### src/rtl/sd_clk_pkg.sv
// Shared types and default constants for the SD card clock controller.
package sd_clk_pkg;

    localparam int unsigned DIV_W       = 16;
    localparam int unsigned DEFAULT_DIV = 124;
    localparam int unsigned INIT_CLKS   = 80;

    typedef logic [DIV_W-1:0] div_t;

    typedef enum logic [1:0] {
        IDLE,
        INIT,
        RUN,
        STOPPED
    } state_t;

endpackage

### src/rtl/sd_clk_div.sv
// Phase counter and toggle register for sd_clk, with registered rise/fall strobes.
module sd_clk_div #(
    parameter int unsigned DIV_W = 16
) (
    input  logic             clk,
    input  logic             reset,
    input  logic             run,
    input  logic             clear,
    input  logic [DIV_W-1:0] div,
    output logic             sd_clk,
    output logic             sd_rise,
    output logic             sd_fall
);

    logic [DIV_W-1:0] cnt;

    always_ff @(posedge clk or posedge reset) begin
        if (reset) begin
            cnt     <= '0;
            sd_clk  <= 1'b0;
            sd_rise <= 1'b0;
            sd_fall <= 1'b0;
        end else if (!run) begin
            cnt     <= '0;
            sd_clk  <= 1'b0;
            sd_rise <= 1'b0;
            sd_fall <= 1'b0;
        end else if (clear) begin
            // Divisor swap: restart the low phase without toggling.
            cnt     <= '0;
            sd_rise <= 1'b0;
            sd_fall <= 1'b0;
        end else if (cnt == div) begin
            cnt     <= '0;
            sd_clk  <= ~sd_clk;
            sd_rise <= ~sd_clk;
            sd_fall <= sd_clk;
        end else begin
            cnt     <= cnt + 1'b1;
            sd_rise <= 1'b0;
            sd_fall <= 1'b0;
        end
    end

endmodule

### src/rtl/sd_clk_ctrl.sv
// SD card clock controller: init sequencing, stop/park and glitch-free divisor change.
// Optional macro SD_CLK_INIT_BYPASS_EN adds init_bypass to skip the init phase.
module sd_clk_ctrl #(
    parameter int unsigned DIV_W       = sd_clk_pkg::DIV_W,
    parameter int unsigned DEFAULT_DIV = sd_clk_pkg::DEFAULT_DIV,
    parameter int unsigned INIT_CLKS   = sd_clk_pkg::INIT_CLKS
) (
    input  logic             clk,
    input  logic             reset,
    input  logic [DIV_W-1:0] div_in,
    input  logic             div_load,
    input  logic             init_start,
    input  logic             clk_stop_req,
`ifdef SD_CLK_INIT_BYPASS_EN
    input  logic             init_bypass,
`endif
    output logic             sd_clk,
    output logic             sd_rise,
    output logic             sd_fall,
    output logic             init_done,
    output logic             div_busy,
    output logic             clk_running
);

    import sd_clk_pkg::*;

    localparam int unsigned     EDGE_W    = $clog2(INIT_CLKS + 1);
    localparam logic [DIV_W-1:0]  DIV_RST   = DIV_W'(DEFAULT_DIV);
    localparam logic [EDGE_W-1:0] EDGE_DONE = EDGE_W'(INIT_CLKS);

    state_t            state;
    logic [DIV_W-1:0]  div_cur;
    logic [DIV_W-1:0]  div_pend;
    logic [EDGE_W-1:0] edge_cnt;
    logic              active;
    logic              stop_now;
    logic              apply;
    logic              run;
    logic              bypass;

    always_comb begin
        active   = (state == INIT) || (state == RUN);
        stop_now = (state == RUN) && sd_fall && clk_stop_req;
        apply    = active && div_busy && sd_fall;
        run      = active && !stop_now;
`ifdef SD_CLK_INIT_BYPASS_EN
        bypass   = init_bypass;
`else
        bypass   = 1'b0;
`endif
    end

    always_ff @(posedge clk or posedge reset) begin
        if (reset) begin
            state       <= IDLE;
            div_cur     <= DIV_RST;
            div_pend    <= '0;
            edge_cnt    <= '0;
            init_done   <= 1'b0;
            div_busy    <= 1'b0;
            clk_running <= 1'b0;
        end else begin
            case (state)
                IDLE: begin
                    if (div_load)
                        div_cur <= div_in;
                    if (init_start) begin
                        clk_running <= 1'b1;
                        if (bypass) begin
                            state     <= RUN;
                            init_done <= 1'b1;
                        end else begin
                            state <= INIT;
                        end
                    end
                end
                INIT, RUN: begin
                    if (stop_now) begin
                        // Stop parks the clock, so any divisor change lands immediately.
                        state       <= STOPPED;
                        clk_running <= 1'b0;
                        div_busy    <= 1'b0;
                        if (div_load)
                            div_cur <= div_in;
                        else if (div_busy)
                            div_cur <= div_pend;
                    end else begin
                        if (apply) begin
                            div_cur  <= div_pend;
                            div_busy <= 1'b0;
                        end
                        if (div_load) begin
                            div_pend <= div_in;
                            div_busy <= 1'b1;
                        end
                        if (state == INIT && sd_rise && edge_cnt != EDGE_DONE)
                            edge_cnt <= edge_cnt + 1'b1;
                        if (state == INIT && sd_fall && edge_cnt == EDGE_DONE) begin
                            state     <= RUN;
                            init_done <= 1'b1;
                        end
                    end
                end
                STOPPED: begin
                    if (div_load)
                        div_cur <= div_in;
                    if (!clk_stop_req) begin
                        state       <= RUN;
                        clk_running <= 1'b1;
                    end
                end
            endcase
        end
    end

    sd_clk_div #(
        .DIV_W(DIV_W)
    ) u_div (
        .clk    (clk),
        .reset  (reset),
        .run    (run),
        .clear  (apply),
        .div    (div_cur),
        .sd_clk (sd_clk),
        .sd_rise(sd_rise),
        .sd_fall(sd_fall)
    );

endmodule
### config.mk
export PLATFORM = sky130hd
export DESIGN_NAME = sd_clk_ctrl
export DESIGN_NICKNAME = d
export VERILOG_FILES = /design/src/rtl/sd_clk_pkg.sv /design/src/rtl/sd_clk_div.sv /design/src/rtl/sd_clk_ctrl.sv
export SDC_FILE = /design/constraint.sdc
export NUM_CORES = 1
export LEC_CHECK = 0
export ABC_AREA = 0
export BUFFER_PORTS_ARGS = -buffer_cell sky130_fd_sc_hd__buf_4
export CORE_MARGIN = 8
export CORE_UTILIZATION = 39
export DETAILED_ROUTE_END_ITERATION = 10
export GPL_TIMING_DRIVEN = 0
export PLACE_DENSITY = 0.57
export SYNTH_ARGS = -nofsm -noshare
export SYNTH_HDL_FRONTEND = slang
export SYNTH_HIERARCHICAL = 1
export SYNTH_SLANG_ARGS = --single-unit
### constraint.sdc
create_clock -name clk -period 2.4 [get_ports clk]
set_clock_uncertainty 0.05 [all_clocks]
set_input_delay 0.48 -clock clk [delete_from_list [all_inputs] [get_ports clk]]
set_output_delay 0.48 -clock clk [all_outputs]
set_load 0.01 [all_outputs]
=== Word-level counts from Yosys, hierarchy flattened ===
Cells that the tools add are included.
W data, S select, Z words.

* Add/subtract/negate cells: 2
* $mul: 0
* Divide/modulo/power cells: 0
* $lt $le $gt $ge: 0
* Equality and inequality tests: 15
* Shift operators: 0
* Multiplexer cells: 30
* Bitwise gates (word level): 2
* Reduce and logical (&&, ||, !) cells: 23

{| class="wikitable"
|+ Operator list
! operator !! number
|-
| $mux W16 || 8
|-
| $pmux W16 S2 || 1
|-
| $reduce_and A3 Y1 || 6
|-
| $add A16 B1 Y16 const B || 1
|-
| $eq A16 B16 Y1 || 1
|-
| $mux W1 || 15
|-
| $ne A2 B2 Y1 const B || 5
|-
| $logic_and A1 B1 Y1 || 9
|-
| $mux W2 || 4
|-
| $add A7 B1 Y7 const B || 1
|-
| $eq A7 B7 Y1 const B || 1
|-
| $ne A7 B7 Y1 const B || 1
|-
| $ne A3 B3 Y1 const B || 2
|-
| $pmux W2 S3 || 1
|-
| $eq A2 B2 Y1 const B || 2
|-
| $ne A4 B4 Y1 const B || 1
|-
| $reduce_and A2 Y1 || 2
|-
| $reduce_or A2 Y1 || 2
|-
| $pmux W1 S3 || 1
|-
| $reduce_bool A3 Y1 || 1
|-
| $eq A2 B1 Y1 const B || 1
|-
| $logic_not A2 Y1 || 1
|-
| $ne A2 B1 Y1 const B || 1
|-
| $not A1 Y1 || 2
|-
| 2 further kinds || 2
|}

* Register bits: 63
* Latch bits: 0
* RAM bits: 0
* ROM bits: 0
* Input port bits: 21
* Word-level logic and storage cells: 83
* Memories kept: 0

=== Logic depth before layout (Yosys ltp) ===
* Depth in word-level cells: 7
* Gate-level depth with buffers: 8
* Mapped depth without buffers: 7

=== Cells and area by module ===
Netlist, hierarchy kept.

{| class="wikitable"
|+ By module, submodules not included
! module !! times used !! cells each !! area each (um2) !! sequential area each (um2)
|-
| sd_clk_ctrl || 1 || 171 || 2040.7 || 1107.3
|-
| sd_clk_div || 1 || 102 || 1007.2 || 475.5
|}

=== Least setup slack after synthesis ===
Ideal clock, no wire load.

* Kind: flip-flop to flip-flop
* Start: register state[0]
* End: register div_pend[10]
* Library setup time: 0.125 ns
* Arrival: 1.676 ns
* Required time: 2.225 ns
* Path slack: 0.549 ns
* Cell stages (with the launch flop): 8
* Path buffers: 2
* Cells stage by stage: dfrtp_1 -> inv_1 -> ha_1 -> buf_4 -> nand2_1 -> nor2_4 -> buf_4 -> mux2_2

* Cells in the longest elaborated chain, start to end: 5

{| class="wikitable"
|+ Ends and longest elaborated chain
! item !! line !! RTL
|-
| start: declaration || sd_clk_ctrl.sv:31 || <nowiki>state_t state;</nowiki>
|-
| start signal: assignment || sd_clk_ctrl.sv:55 || <nowiki>state <= IDLE;</nowiki>
|-
| start signal: assignment || sd_clk_ctrl.sv:70 || <nowiki>state <= RUN;</nowiki>
|-
| start signal: assignment || sd_clk_ctrl.sv:73 || <nowiki>state <= INIT;</nowiki>
|-
| $eq A2 B2 Y1 || sd_clk_ctrl.sv:43, sd_clk_ctrl.sv:63 ||
|-
| $logic_and A1 B1 Y1 (2 in series) || sd_clk_ctrl.sv:43 || <nowiki>stop_now = (state == RUN) && sd_fall && clk_stop_req;</nowiki>
|-
| $not A1 Y1 (no line) || - ||
|-
| $reduce_and A3 Y1 (no line) (*) || - ||
|-
| end signal: assignment || sd_clk_ctrl.sv:93 || <nowiki>div_pend <= div_in;</nowiki>
|-
| end: declaration || sd_clk_ctrl.sv:33 || <nowiki>logic [DIV_W-1:0] div_pend;</nowiki>
|}

Mark *: on every way between the ends. The rest lies on a longest branch, timed or not.
A chain may end at the register's enable or synchronous reset.

=== Final worst setup path ===
* Start: register state[1]
* End: register div_pend[2]

Same word-level chain as after synthesis.

==> impl_metrics.json <==
{
  "seq_area_frac_synth": 0.519,
  "dr.first_iter.drc_count": 85,
  "synth.area.top_cells": "dfrtp_1 (48%), xor2_1 (6.6%), mux2_2 (5.9%), mux2i_1 (5.6%), dfstp_2 (4.3%)",
  "cts_buffers": 9,
  "hp-class": "input port to flip-flop",
  "yosysTopAreaCell": "dfrtp_1",
  "final-max-slew-violation-count": 0,
  "path_class": "flip-flop to flip-flop",
  "placed_cell_area_um2": 3390,
  "dp_hpwl_mm": 4.36,
  "drc": 0,
  "crit_arrival_ns": 2.26,
  "fmax_mhz": 476,
  "detail-route-antenna-nets": 0,
  "synthMuxAreaShare": 0.115,
  "fp.dieW_um": 104,
  "yosys.area_share.simple": 0.138,
  "pin_count": 27,
  "synth_enable_flop_cells": 0,
  "io_buffer_count": 26,
  "crit_fanout": 10,
  "worst_pin_slew_ns": 0.759,
  "cts_sinks": 63,
  "cap_violations": 0,
  "grt_use_met2": 0.158,
  "r2r_slack_ns": 0.30,
  "root_buffer": "clkbuf_8",
  "powerDensity_nw_per_um2": 986,
  "status": "finished clean",
  "synth_warnings": 6,
  "drive_above_1_share": 0.240,
  "cts_tree": "yes",
  "leakagePower_nw": 1.69,
  "fin_crit_sh": 0.876,
  "synthFlopType": "dfrtp_1",
  "final_area_um2": 3600,
  "synth.top_cell.area_share": 0.476,
  "die_height_um": 104,
  "grt_busiest_layer": "met1",
  "start_util": 0.399,
  "synth_top_family_by_area": "simple AND/OR/NAND/NOR gates",
  "via_per_inst": 4.84,
  "synth_compound_area_frac": 0.0706,
  "fin_tns_setup_ns": 0,
  "met1_usage": 0.170,
  "grt_pass1_wl_mm": 10.4,
  "rsz0062_at_grt": "no",
  "worstPathRequired_ns": 2.56,
  "drtPass1Iterations": 4,
  "synth_fa_ha_area_frac": 0.0287,
  "ys_top_cells_by_count": "dfrtp_1 (58), nand2_1 (23), xor2_1 (23), nor2_1 (22), mux2i_1 (17)",
  "critPathLaunchType": "flip-flop",
  "cts.clk_slew.worst_paths_ns": 0.08,
  "synthCells": 273,
  "insertion_delay_ns": 0.33,
  "grt_max_degree": 39,
  "max-vdd-ir-drop_v": 0.000478,
  "synth_cell_types": 39,
  "min_period_ns": 2.10,
  "fp.coreArea_um2": 7650,
  "cts.path.max_buffers": 2,
  "die_area_um2": 10900,
  "routabilityCongestion": 0.781,
  "setup_viol": 0,
  "vias": 2029,
  "synth_area_um2": 3050,
  "use_met3": 0.0235,
  "grt_usage": 0.117,
  "ys_async_sr_fraction": 1.00,
  "nNetsFinal": 340,
  "ys_seq_elements": 63,
  "synth_xor_area_frac": 0.101,
  "antenna_found_initial": 0,
  "detail_route.wl_per_cell_um": 14.0,
  "slew_headroom": 0.494,
  "hold_violations": 0,
  "htreeDepth": 3,
  "power.total_mw": 3.55,
  "grt_pass1_vias": 2117,
  "endpoint_kind": "flip-flop",
  "diodes": 0,
  "area_growth_pct": 18.1,
  "core.rowCount": 32,
  "drt_wl_total_mm": 5.88,
  "grt_overflow_total": 0,
  "synth_nets": 301,
  "post_synth.cell_area_avg_um2": 11.2,
  "yosysMostFrequentCell": "dfrtp_1",
  "cts.repair.resized": 0
}
-- timing repair --
action,4_1_cts,5_1_grt
hold buffers,1,0
endpoints found under the hold margin,4,0
setup buffers,0,0
-- state kept, by name, summed over array words and instances, names as in the netlist, 2 cells and up --
signal     cells
div_pend      16
div_cur       16
edge_cnt       7
state          2
u_div/cnt     16
-- stage by stage --
step,utilization,worst slack (ns),std cells,hold WS (ns)
global placement,0.441,0.137,401,0.409
detailed placement,0.443,0.304,402,0.368
global route,0.471,0.142,419,0.320
finish,0.471,0.299,419,0.336
CTS,0.471,0.285,419,0.321
floorplan,-,0.549,273,0.381
-- layout make-up --
cell class / instances / area (µm²)
plain buffers: 7 / 48.8
clock buffers: 11 / 141
clock inverters: 5 / 56.3
fillers: 736 / 4050
inverters: 10 / 37.5
multi-input cells: 193 / 1380
flip-flops and latches: 63 / 1580
well taps: 102 / 128
repair buffers: 28 / 225
-- final timing paths --
check	start	to	cells past startpoint
max in group asynchronous	reset	u_div/cnt[1]$_DFF_PP0_	3
max	state[1]$_DFFE_PP0P_	div_pend[2]$_DFFE_PP0P_	7
max reg2reg	state[1]$_DFFE_PP0P_	div_pend[2]$_DFFE_PP0P_	7
min reg2reg	div_cur[5]$_DFFE_PP1P_	div_cur[5]$_DFFE_PP1P_	2
min	div_in[6]	div_pend[6]$_DFFE_PP0P_	2
min in group asynchronous	reset	clk_running$_DFFE_PP0P_	3
-- critical path, stage by stage (launching register included) --
cell and delay, ns:
dfrtp_1 0.39, inv_1 0.09, ha_1 0.32, buf_4 0.18
nand2_1 0.14, nor2_4 0.23, buf_4 0.24, mux2_2 0.34
-- layout by cell type, fill, tap and decap left out, drive strengths merged, types with 4 or more instances in the layout --
cell / netlist / layout
a21oi: 6 / 6
and3: 6 / 6
buf: 6 / 33
clkbuf: 1 / 12
dfrtp: 58 / 58
dfstp: 5 / 5
ha: 7 / 7
inv: 10 / 11
mux2: 16 / 16
mux2i: 17 / 17
nand2: 23 / 23
nand3: 12 / 12
nand4: 4 / 4
nor2: 23 / 23
nor4: 5 / 5
o21ai: 21 / 21
xnor2: 12 / 12
xor2: 23 / 23
-- cell families after synthesis --
| group | count (synthesis) |
|---|---|
| multiplexers | 33 |
| adder cells (fa/ha/maj) | 7 |
| flip-flops | 63 |
| buffers and inverters | 17 |
| XOR/XNOR | 35 |
| AND/OR/NAND/NOR | 83 |
| AO/OA/AOI/OAI | 35 |
-- routing by layer --
layer / vias to the layer above / routed length [µm]
met2: 32 / 2490
met5: - / 0
met4: 0 / 104
met1: 964 / 3100
met3: 8 / 186
li1: 1025 / -
-- power breakdown --
part | total (mW) | switching (mW) | internal, mW
Sequential | 1.56 | 0.179 | 1.38
Clock | 0.924 | 0.415 | 0.509
Combinational | 1.06 | 0.545 | 0.518
Total | 3.55 | 1.14 | 2.41
Power figures use the tool's default switching activity.
